File: src/rtl/id_ex_skid_stage.sv
// Decode->execute pipeline register with a two-entry (main + skid) buffer,
// load-use bubble insertion, flush and saturating stall/bubble counters.
module id_ex_skid_stage #(
    parameter int DATA_W = 32,
    parameter int CTRL_W = 16,
    parameter int REG_W  = 5,
    parameter int CNT_W  = 16
) (
    input  logic              clk,
    input  logic              reset,
    input  logic              flush,
    input  logic              in_valid,
    output logic              in_ready,
    input  logic [DATA_W-1:0] in_data,
    input  logic [CTRL_W-1:0] in_ctrl,
    input  logic [REG_W-1:0]  in_regA,
    input  logic [REG_W-1:0]  in_regB,
    input  logic              in_use_rb,
    input  logic              haz_mem_r_en,
    input  logic [REG_W-1:0]  haz_regD,
    output logic              out_valid,
    input  logic              out_ready,
    output logic [DATA_W-1:0] out_data,
    output logic [CTRL_W-1:0] out_ctrl,
    output logic [CNT_W-1:0]  stall_cnt,
    output logic [CNT_W-1:0]  bubble_cnt,
    output logic [1:0]        dbg_state
);

    typedef enum logic [1:0] {
        ST_EMPTY = 2'd0,
        ST_ONE   = 2'd1,
        ST_FULL  = 2'd2
    } state_e;

    localparam logic [CNT_W-1:0] CNT_ONE = {{(CNT_W-1){1'b0}}, 1'b1};
    localparam logic [CNT_W-1:0] CNT_MAX = {CNT_W{1'b1}};

    state_e              state_q, state_d;
    logic [DATA_W-1:0]   main_data_q, main_data_d;
    logic [CTRL_W-1:0]   main_ctrl_q, main_ctrl_d;
    logic [DATA_W-1:0]   skid_data_q, skid_data_d;
    logic [CTRL_W-1:0]   skid_ctrl_q, skid_ctrl_d;
    logic [CNT_W-1:0]    stall_cnt_q, stall_cnt_d;
    logic [CNT_W-1:0]    bubble_cnt_q, bubble_cnt_d;

    logic hazard;
    logic accept;

    // Handshake: a transfer happens on a rising edge where valid & ready are
    // both high; in_ready depends only on local state and the hazard inputs,
    // never on out_ready, and held entries stay stable until consumed.
    always_comb begin
        hazard = in_valid & haz_mem_r_en & (haz_regD != '0) &
                 ((haz_regD == in_regA) | (in_use_rb & (haz_regD == in_regB)));
        in_ready  = ~reset & (state_q != ST_FULL) & ~hazard;
        accept    = in_valid & in_ready;
        out_valid = (state_q != ST_EMPTY);
        out_data  = main_data_q;
        out_ctrl  = out_valid ? main_ctrl_q : '0;
        stall_cnt  = stall_cnt_q;
        bubble_cnt = bubble_cnt_q;
        dbg_state  = state_q;
    end

    always_comb begin
        state_d     = state_q;
        main_data_d = main_data_q;
        main_ctrl_d = main_ctrl_q;
        skid_data_d = skid_data_q;
        skid_ctrl_d = skid_ctrl_q;

        case (state_q)
            ST_EMPTY: begin
                if (accept) begin
                    state_d     = ST_ONE;
                    main_data_d = in_data;
                    main_ctrl_d = in_ctrl;
                end
            end
            ST_ONE: begin
                if (accept && out_ready) begin
                    main_data_d = in_data;
                    main_ctrl_d = in_ctrl;
                end else if (accept) begin
                    state_d     = ST_FULL;
                    skid_data_d = in_data;
                    skid_ctrl_d = in_ctrl;
                end else if (out_ready) begin
                    state_d = ST_EMPTY;
                end
            end
            ST_FULL: begin
                if (out_ready) begin
                    state_d     = ST_ONE;
                    main_data_d = skid_data_q;
                    main_ctrl_d = skid_ctrl_q;
                end
            end
            default: state_d = ST_EMPTY;
        endcase

        // A taken branch kills everything held, including this cycle's input.
        if (flush) begin
            state_d     = ST_EMPTY;
            main_data_d = '0;
            main_ctrl_d = '0;
            skid_data_d = '0;
            skid_ctrl_d = '0;
        end

        stall_cnt_d = stall_cnt_q;
        if (out_valid && !out_ready && stall_cnt_q != CNT_MAX)
            stall_cnt_d = stall_cnt_q + CNT_ONE;

        bubble_cnt_d = bubble_cnt_q;
        if (hazard && bubble_cnt_q != CNT_MAX)
            bubble_cnt_d = bubble_cnt_q + CNT_ONE;
    end

    always_ff @(posedge clk) begin
        if (reset) begin
            state_q      <= ST_EMPTY;
            main_data_q  <= '0;
            main_ctrl_q  <= '0;
            skid_data_q  <= '0;
            skid_ctrl_q  <= '0;
            stall_cnt_q  <= '0;
            bubble_cnt_q <= '0;
        end else begin
            state_q      <= state_d;
            main_data_q  <= main_data_d;
            main_ctrl_q  <= main_ctrl_d;
            skid_data_q  <= skid_data_d;
            skid_ctrl_q  <= skid_ctrl_d;
            stall_cnt_q  <= stall_cnt_d;
            bubble_cnt_q <= bubble_cnt_d;
        end
    end

endmodule

File: config.mk
export PLATFORM = sky130hd
export DESIGN_NAME = id_ex_skid_stage
export DESIGN_NICKNAME = d
export VERILOG_FILES = /design/src/rtl/id_ex_skid_stage.sv
export SDC_FILE = /design/constraint.sdc
export NUM_CORES = 1
export LEC_CHECK = 0
export ABC_AREA = 0
export CORE_MARGIN = 1.5
export CORE_UTILIZATION = 53
export CTS_CLUSTER_SIZE = 16
export DETAILED_ROUTE_END_ITERATION = 16
export PLACE_DENSITY = 0.95
export SLEW_MARGIN = 20
export SYNTH_ARGS = -nofsm -noshare
export SYNTH_HDL_FRONTEND = slang
export SYNTH_SLANG_ARGS = --single-unit
File: constraint.sdc
create_clock -name clk -period 3.1 [get_ports clk]
set_input_delay 0.31 -clock clk [delete_from_list [all_inputs] [get_ports clk]]
set_output_delay 0.31 -clock clk [all_outputs]
set_load 0.02 [all_outputs]
==> impl_results.md <==
* Run status: finished clean
* Number of I/O pins at 154
* Clock H-tree levels at 4
* Setup total negative slack at 0 ps
* Setup repair after global routing missed its margin: false
* Final number of setup-violating endpoints at 0
* EDFF count, synth at 0
* Post-CTS Setup Bufs at 0
* # nets final at 828
* Final Max Tran Viols at 0
* Core Footprint at 10,890 um^2
* Area added between synthesis and finish at 37.77%
* Total routed wirelength at 16.13 mm
* Tightest Pin Transition at 617.3 ps
* Worst slew margin relative to its limit at 0.5884
* Post-synthesis average cell area at 9.575 um^2
* Element type at the critical path start: primary input
* Vias at 5,284
* Post-synthesis sequential area ratio at 0.4391
* Number of max-cap violations at 0
* Largest fanout on the critical path at 7
* Router iterations before antenna repair at 7
* Async SR Flop Fraction at 0
* Leak pwr at 3.010 nW
* Clock slew at reported path FFs at 60 ps
* Switching portion of total power at 0.2224
* Kind of path behind the tightest hold check: primary input to flop
* DRT antenna net count at 0
* Per-cell routed wire length at 17.74 um
* Biggest area consumer among synthesized cells: sky130_fd_sc_hd__dfxtp_1
* I/O Buffers at 153
* Met2 Wirelength at 8.427 mm
* Die span in y at 108.8 um
* Die width at 108.8 um
* Sequential group share of total power at 0.410
* Number of nets produced by synthesis at 691
* Fin crit share at 0.9015
* NetSw at 928.7 uW
* Initial Utilization at 0.5444
* Total clock sinks at 130
* Gate count of the mapped netlist at 619
* Global-route wire length before repair at 25.61 mm
* Final core occ at 0.7499
* Hold bufs inserted after CTS at 0
* CTS tree: built
* Yosys reg bits at 130
* Combinational share of power at 0.089
* Total Die Area at 11,830 um^2
* Final number of hold-violating endpoints at 0
* Clock skew at 7.231 ps
* Kind of capture point of the worst setup path: output port
* Root buffer cell: sky130_fd_sc_hd__clkbuf_8
* Commonest non-fill, non-tap cell in the layout: sky130_fd_sc_hd__clkdlybuf4s50_1
* Area contributors post-synth: sky130_fd_sc_hd__dfxtp_1, sky130_fd_sc_hd__mux2i_1, sky130_fd_sc_hd__nor2_1
* Overall power after layout at 4.176 mW
* Period minus WS final at 2795 ps
* Count of cells resized by post-cts repair at 0
* Num rows at 38
* Register-to-Register Setup Slack at 790 ps
* Vias in the first global route at 5,365
* Portion of total power attributed to the clock network at 0.501
* Yosys Warn Count at 0
* Crit path arrival time at 2480 ps
* Routed wire length on met3 at 1.245 mm
* Number of vias per cell after detailed routing at 5.813
* Synth Flop Type: sky130_fd_sc_hd__dfxtp_1
* Number of distinct library cell variants in the gate-level netlist after synthesis at 36
* Grt total ovfl at 0
* IR drop worst, VDD at 0.3564 mV
* Max Fclk at 0.3578 GHz
* Internal Power at 3.248 mW
* Required time at the worst-slack endpoint at 2790 ps
* Post-synth design cell area at 5927 um^2
* Global router's overall resource usage at 0.2778
* Fraction of final layout cells with drive strength greater than 1 at 0.09103
* Maximum number of pins on one net before global-route repair at 50
* Dpl hpwl at 10.69 mm
* Portion of synthesized cell area occupied by the leading cell type at 0.4391
* Class of the most critical setup path: primary input to output port
* Initial DRC count at 337
* Routed met1 length at 6.145 mm
* Top metal layer carrying routed signals: met4
* Max Buffers Root-to-Sink at 2
* Most used cells in the layout excluding fill and tap cells: sky130_fd_sc_hd__clkdlybuf4s50_1, sky130_fd_sc_hd__dfxtp_1, sky130_fd_sc_hd__mux2i_1, sky130_fd_sc_hd__nor2_1, sky130_fd_sc_hd__nor3_1
* Clock network latency to the later pin of the worst-skew pair at 520 ps
* Initial antenna violation count at 0
* RD Place Congestion at 0.8999
* Antenna Cells at 0
* Clock buffers created by TritonCTS at 17
* Power density relative to cell area at 511.5 nW/um^2
* Number of design rule violations left after detail routing at 0
==> cells in the mapped netlist (14+ instances only) <==
master	count
sky130_fd_sc_hd__nor2b_1	19
sky130_fd_sc_hd__nand2_1	19
sky130_fd_sc_hd__clkbuf_1	26
sky130_fd_sc_hd__nor3_1	51
sky130_fd_sc_hd__a211oi_1	30
sky130_fd_sc_hd__nor2_1	71
sky130_fd_sc_hd__nand3_1	20
sky130_fd_sc_hd__a211oi_2	20
sky130_fd_sc_hd__dfxtp_1	130
sky130_fd_sc_hd__mux2i_1	99
sky130_fd_sc_hd__xnor2_1	14
sky130_fd_sc_hd__a21oi_1	19
==> final timing paths <==
path / endpoint / cells past startpoint / from
worst max register to register: bubble_cnt[15] / 7 / bubble_cnt[3]
worst max-delay path: in_ready / 5 / haz_regD[0]
worst min-delay path: skid_ctrl_q[3] / 3 / in_ctrl[3]
worst min register to register: skid_data_q[19] / 2 / skid_data_q[19]
==> cells by family (layout without fill, tap and decap cells) <==
logic type | count (synthesis) | count (layout) | share of synthesized area
xor gates and xnor gates | 23 | 23 | 0.03399
and+or+nand+nor | 224 | 224 | 0.1873
AOI/OAI and AO/OA | 89 | 89 | 0.1235
muxes | 99 | 99 | 0.1672
DFF | 130 | 130 | 0.4391
buffers and inverters | 52 | 202 | 0.04475
adders and majority gates | 2 | 2 | 0.004221
==> sequential cells by signal, summed over array words and instances, names as in the netlist <==
signal       cells
bubble_cnt      16
dbg_state        2
main_ctrl_q     16
out_data        32
skid_ctrl_q     16
skid_data_q     32
stall_cnt       16
==> cell type report <==
cell class / instances / area [um^2]
timing repair buffer: 165 / 1659
tap: 140 / 175.2
inverter: 5 / 18.77
multi-input combinational: 437 / 3092
clock inverter: 10 / 155.1
sequential: 130 / 2603
fill: 745 / 2723
clock buffer: 22 / 462.9
==> critical path, cell delays in order <==
cell and delay (ps):
sky130_fd_sc_hd__clkdlybuf4s50_1 470, sky130_fd_sc_hd__or3_1 410, sky130_fd_sc_hd__o311a_4 380, sky130_fd_sc_hd__a211oi_1 270
sky130_fd_sc_hd__clkdlybuf4s50_1 650
==> per-layer routing <==
layer  track usage  vias to the layer above
li1              -                     2505
met3       0.08249                       32
met2        0.5054                      199
met4        0.1090                        0
met1        0.3008                     2548
met5             0                        -
==> metrics by stage <==
stage	hold slack, ps	worst slack, ps	instances	instance area [um^2]
after floorplan	389.3	1117	619	5927
after global placement	471.3	329.5	877	7547
after detailed placement	484.3	219.5	877	7547
after CTS	422.8	285.0	909	8165
after global routing	432.3	203.7	909	8165
final	435.1	305.3	909	8165
==> power groups by stage <==
| stage | Clock, mW | Combinational (mW) | Sequential (mW) |
|---|---|---|---|
| global placement | 0 | 0.356 | 1.75 |
| CTS | 2.09 | 0.372 | 1.71 |
| floorplan | 0 | 0.172 | 1.76 |
| finish | 2.09 | 0.371 | 1.71 |
| detailed placement | 0 | 0.368 | 1.75 |
| global route | 2.17 | 0.398 | 1.71 |
(Power assumes the default switching activity.)
